<file path="src/rtl/crc16_pkg.sv">
// crc16_pkg: shared constants and FSM state type for the CRC-16 byte controller.
package crc16_pkg;
  localparam int               CRC16_W        = 16;
  localparam logic [CRC16_W-1:0] CRC16_POLY_USB = 16'h8005;
  localparam logic [CRC16_W-1:0] CRC16_INIT     = 16'hFFFF;

  typedef enum logic [1:0] {
    ST_IDLE  = 2'd0,
    ST_SHIFT = 2'd1,
    ST_WAIT  = 2'd2,
    ST_DONE  = 2'd3
  } crc_state_e;
endpackage

</file>
<file path="src/rtl/crc16_bitstep.sv">
// crc16_bitstep: one MSB-first LFSR step of a CRC-16 (purely combinational).
//   lfsr_i  current LFSR contents
//   bit_i   next message bit
//   poly_i  generator polynomial (implicit x^16 term)
//   lfsr_o  LFSR after absorbing bit_i
module crc16_bitstep
  import crc16_pkg::*;
(
  input  logic [CRC16_W-1:0] lfsr_i,
  input  logic               bit_i,
  input  logic [CRC16_W-1:0] poly_i,
  output logic [CRC16_W-1:0] lfsr_o
);
  logic fb;

  always_comb begin
    fb     = bit_i ^ lfsr_i[CRC16_W-1];
    lfsr_o = {lfsr_i[CRC16_W-2:0], 1'b0} ^ (fb ? poly_i : '0);
  end
endmodule

</file>
<file path="src/rtl/crc16_ctrl.sv">
// crc16_ctrl: bit-serial CRC-16 over a byte stream, one byte per 9 cycles.
// Bytes arrive on a valid/ready handshake; each accepted byte is shifted into
// the LFSR MSB first over 8 cycles. After the byte flagged s_last the CRC is
// presented on crc_o/crc_valid until crc_ready.
// Ports:
//   clk, reset_l            clock, async active-low reset
//   clr                     synchronous abort of the current packet
//   s_valid/s_ready/s_data/s_last   byte input handshake
//   crc_valid/crc_ready/crc_o       CRC result handshake
//   busy                    controller not IDLE
//   crc_ok                  (only with CRC16_CTRL_CHECK_EN) LFSR was zero at packet end
module crc16_ctrl
  import crc16_pkg::*;
#(
  parameter logic [CRC16_W-1:0] POLY = CRC16_POLY_USB,
  parameter logic [CRC16_W-1:0] INIT = CRC16_INIT
)(
  input  logic               clk,
  input  logic               reset_l,
  input  logic               clr,
  input  logic               s_valid,
  output logic               s_ready,
  input  logic [7:0]         s_data,
  input  logic               s_last,
  output logic               crc_valid,
  input  logic               crc_ready,
  output logic [CRC16_W-1:0] crc_o,
  output logic               busy
`ifdef CRC16_CTRL_CHECK_EN
  ,output logic              crc_ok
`endif
);
  crc_state_e         state_q, state_d;
  logic [CRC16_W-1:0] lfsr_q, lfsr_d, lfsr_step;
  logic [7:0]         shreg_q, shreg_d;
  logic [2:0]         cnt_q, cnt_d;
  logic               last_q, last_d;
  logic               s_hs;
  logic               done_entry;

  crc16_bitstep u_step (
    .lfsr_i (lfsr_q),
    .bit_i  (shreg_q[7]),
    .poly_i (POLY),
    .lfsr_o (lfsr_step)
  );

  assign s_ready   = (state_q == ST_IDLE) || (state_q == ST_WAIT);
  assign s_hs      = s_valid && s_ready;
  assign crc_valid = (state_q == ST_DONE);
  assign busy      = (state_q != ST_IDLE);
  assign crc_o     = lfsr_q;
  // Last shift of the final byte: the LFSR value about to be presented.
  assign done_entry = (state_q == ST_SHIFT) && (cnt_q == 3'd0) && last_q && !clr;

  always_comb begin
    state_d = state_q;
    lfsr_d  = lfsr_q;
    shreg_d = shreg_q;
    cnt_d   = cnt_q;
    last_d  = last_q;
    case (state_q)
      ST_IDLE, ST_WAIT: begin
        // IDLE keeps the preload; WAIT carries the running CRC across bytes.
        if (state_q == ST_IDLE) lfsr_d = INIT;
        if (s_hs) begin
          shreg_d = s_data;
          last_d  = s_last;
          cnt_d   = 3'd7;
          state_d = ST_SHIFT;
        end
      end
      ST_SHIFT: begin
        lfsr_d  = lfsr_step;
        shreg_d = {shreg_q[6:0], 1'b0};
        cnt_d   = cnt_q - 3'd1;
        if (cnt_q == 3'd0) state_d = last_q ? ST_DONE : ST_WAIT;
      end
      ST_DONE: begin
        if (crc_ready) begin
          state_d = ST_IDLE;
          lfsr_d  = INIT;
        end
      end
      default: state_d = ST_IDLE;
    endcase
    // Abort wins over any handshake in the same cycle.
    if (clr) begin
      state_d = ST_IDLE;
      lfsr_d  = INIT;
      shreg_d = '0;
      cnt_d   = '0;
      last_d  = 1'b0;
    end
  end

  always_ff @(posedge clk or negedge reset_l) begin
    if (!reset_l) begin
      state_q <= ST_IDLE;
      lfsr_q  <= INIT;
      shreg_q <= '0;
      cnt_q   <= '0;
      last_q  <= 1'b0;
    end else begin
      state_q <= state_d;
      lfsr_q  <= lfsr_d;
      shreg_q <= shreg_d;
      cnt_q   <= cnt_d;
      last_q  <= last_d;
    end
  end

`ifdef CRC16_CTRL_CHECK_EN
  logic crc_ok_q, crc_ok_d;

  // Receiving a message with its CRC appended leaves a zero residue.
  always_comb begin
    crc_ok_d = crc_ok_q;
    if (done_entry) crc_ok_d = (lfsr_step == '0);
  end

  always_ff @(posedge clk or negedge reset_l) begin
    if (!reset_l) crc_ok_q <= 1'b0;
    else          crc_ok_q <= crc_ok_d;
  end

  assign crc_ok = crc_ok_q;
`else
  logic unused_done_entry;
  assign unused_done_entry = done_entry;
`endif
endmodule
</file>
<file path="config.mk">
export PLATFORM = sky130hd
export DESIGN_NAME = crc16_ctrl
export DESIGN_NICKNAME = d
export VERILOG_FILES = /design/src/rtl/crc16_pkg.sv /design/src/rtl/crc16_bitstep.sv /design/src/rtl/crc16_ctrl.sv
export SDC_FILE = /design/constraint.sdc
export NUM_CORES = 1
export LEC_CHECK = 0
export ABC_AREA = 1
export CORE_AREA = 2 2 83 85
export DETAILED_ROUTE_END_ITERATION = 6
export DIE_AREA = 0 0 85 87
export PLACE_DENSITY = 0.5
export SLEW_MARGIN = 5
export SYNTH_ARGS = -nofsm -noshare
export SYNTH_HDL_FRONTEND = slang
export SYNTH_SLANG_ARGS = --single-unit
</file>
<file path="constraint.sdc">
create_clock -name clk -period 1.16 [get_ports clk]
set_clock_uncertainty 0.15 [all_clocks]
set_input_delay 0.348 -clock clk [delete_from_list [all_inputs] [get_ports clk]]
set_output_delay 0.348 -clock clk [all_outputs]
set_load 0.03 [all_outputs]
</file>
==> results.yml <==
clock_tree:
  clk_latency_ps: 290
  cts_sinks: 30
  path_clk_slew_ps: 60
  cts-root-buf: "clkbuf_8"
  clk_path_buf_depth: 2
  cts_tree: "yes"
  h-tree-depth: 2
  cts_buffers: 5
route:
  first_pass_iters: 4
  postRouteAntennaNets: 0
  totalWireLength_mm: 3.87
  drc: 0
  dr.first_iter.drc_count: 71
  num_vias: 1443
  drt-vias-per-instance: 4.10
  route.detailed.wl_per_inst_um: 11.0
yosys:
  synth_nets: 211
  synthCells: 195
  yosysSeqAreaShare: 0.489
  yosys_register_bits: 30
  yosys_warnings: 0
  synth_cell_types: 21
  synth_area_mm2: 0.00158
  synth_area_per_cell_um2: 8.08
worst_setup_path:
  cp_common_cell: "buf_6"
  regToRegSetupSlack_ps: -310
  cp_max_fo: 4
  worstReg2RegStart: "state_q[0]$_DFFE_PN0P_"
  path_delay_family: "flip-flops"
  slowest_stage: "dfrtp_2"
  r2r-end: "state_q[1]$_DFFE_PN0P_"
  cp_slowest_stage_delay_ps: 440
  cp.arrival_ps: 1070
  cp-start-kind: "flop"
  worstPathRequired_ps: 660
  worstPathCellList: "buf_6 -> nand2_4 -> inv_2 -> buf_6"
  worstSetupPathType: "flop to output port"
  critPathBufInv: 3
  r2r_cells: 6
  worstSetupEndpointType: "output port"
grt:
  track_usage: 0.115
  grtUsageMet1: 0.147
  antenna_found_initial: 0
  grt_pass1_wl_mm: 6.71
  grt_pass1_vias: 1501
  overflow: 0
  grtUsageMet3: 0.0322
  top_usage_layer: "met2"
  grt_start_max_net_pins: 31
  globalRouteMet2Util: 0.185
placement:
  place.gp.congestion: 0.788
  dp_hpwl_mm: 2.37
  place_inst: 330
  io_buffers: 32
timing:
  setup_ws_ps: -405
  setup_violations: 49
  rsz0062_at_grt: "true"
  tightest_slew_ps: 310
  finalHoldViolations: 0
  fmax_mhz: 639
  fin_crit_sh: 1.35
  fin_crit_ps: 1560
  finalMaxSlewViolations: 0
  relSlewSlack: 0.794
cells_and_area:
  area_growth_pct: 64.9
  fin_nets: 287
  final_common_cell: "nand2_1"
  final_cells: 352
  antennaDiodeCount: 0
  layout_common_cells: "nand2_1, inv_1, buf_6, buf_4, o21ai_2"
  drive_gt1_frac: 0.474
floorplanning:
  rows: 30
  die_h_um: 87
  die_area_mm2: 0.00740
  pin_count: 33
  start_util: 0.240
  core_area_mm2: 0.00657
  die_w_um: 85
pwr:
  pwr-share-comb: 0.271
  pwr-share-seq: 0.412
  power_frac_clock: 0.317
  p_switching_mw: 0.839
  power_density_mw_per_mm2: 1070
  p_int_mw: 1.94
  p_leak_nw: 1.28
  finalPower_mw: 2.78
  switching_share: 0.302
  vdd_drop_max_mv: 0.458
run_status:
  violations: "setup timing"
  status: "finished, violations left"
hold_path:
  hold_class: "primary input to asynchronous set/reset pin"
job:
  drv_cap: 0
==> metrics by stage <==
step	setup slack (ps)	cell area (um2)	utilization	hold slack [ps]	TNS [ps]
after floorplan	-77.8	1580	-	-97.6	-1400
after global placement	-638	2170	0.330	322	-17580
after detailed placement	-631	2170	0.330	337	-17630
after CTS	-410	2550	0.388	277	-11680
after global routing	-442	2600	0.396	288	-14430
final	-405	2600	0.396	269	-11370
==> power by group through the flow <==
stage	sequential [mW]	combinational, mW	clock (mW)
CTS	1.15	0.733	0.921
global placement	1.16	0.580	0
finish	1.15	0.753	0.882
floorplan	1.18	0.323	0
global route	1.15	0.833	0.964
detailed placement	1.16	0.583	0
==> registers in the layout (all words and copies together), names as in the netlist <==
register / cells
crc_o: 16
shreg_q: 8
cnt_q: 3
state_q: 2
last_q: 1
==> Yosys cell counts <==
library cell	count	area [um2]
nand4_1	1	6.26
nand2_4	1	11.3
inv_2	1	3.75
buf_6	4	45.0
nand2_1	50	188
nor2_2	1	6.26
nand2_2	2	12.5
a21oi_4	1	16.3
nand3_2	1	10.0
dfstp_2	16	420
ha_1	2	25.0
dfrtp_1	14	350
nor2_1	3	11.3
a21oi_1	1	5.00
buf_2	1	5.00
o21ai_1	5	25.0
o21ai_2	10	87.6
nand3_1	10	50.1
o21ai_0	19	95.1
nor2_4	1	11.3
inv_1	51	191
==> area by class of cell <==
| class | count | area, um2 |
|---|---|---|
| Clock buffer | 7 | 86.3 |
| Clock inverter | 1 | 5.00 |
| Fill cell | 656 | 3970 |
| Inverter | 52 | 200 |
| Multi-Input combinational cell | 111 | 714 |
| Sequential cell | 30 | 772 |
| Tap cell | 80 | 100 |
| Timing Repair Buffer | 71 | 722 |
==> per-layer routing <==
| layer | part of all wire | wire length, um |
|---|---|---|
| met5 | 0 | 0 |
| met4 | 0.016 | 61 |
| met3 | 0.045 | 173 |
| met2 | 0.47 | 1810 |
| met1 | 0.47 | 1820 |
==> worst max path at each step <==
| stage | startpoint | end | slack (ps) | cells after the start |
|---|---|---|---|---|
| 2_1_floorplan | state_q[0]$_DFFE_PN0P_ | shreg_q[7]$_DFFE_PN0P_ | -80 | 5 |
| 3_3_place_gp | clr | crc_o[10]$_DFFE_PN1P_ | -640 | 5 |
| 3_5_place_dp | clr | crc_o[8]$_DFFE_PN1P_ | -630 | 5 |
| 4_1_cts | state_q[0]$_DFFE_PN0P_ | crc_valid | -410 | 4 |
| 5_1_grt | state_q[0]$_DFFE_PN0P_ | crc_valid | -440 | 4 |
| 6_report | state_q[0]$_DFFE_PN0P_ | crc_valid | -400 | 4 |
==> what timing repair did <==
action | in CTS | in global routing
setup buffers | 8 | 2
gates resized for setup | 61 | 19
hold buffers | 0 | 0
cloned | 4 | 0
endpoints found under the setup margin | 49 | 49
pin swaps | 8 | 4
endpoints found under the hold margin | 0 | 0
==> cells by family (layout without fill, tap and decap cells) <==
group / after synthesis / in the layout / synth area share
simple gates: 70 / 72 / 0.194
buf+inv: 57 / 131 / 0.156
compound gates: 36 / 37 / 0.145
flops: 30 / 30 / 0.489
fa+ha+maj: 2 / 2 / 0.0159
(Power assumes the default switching activity.)
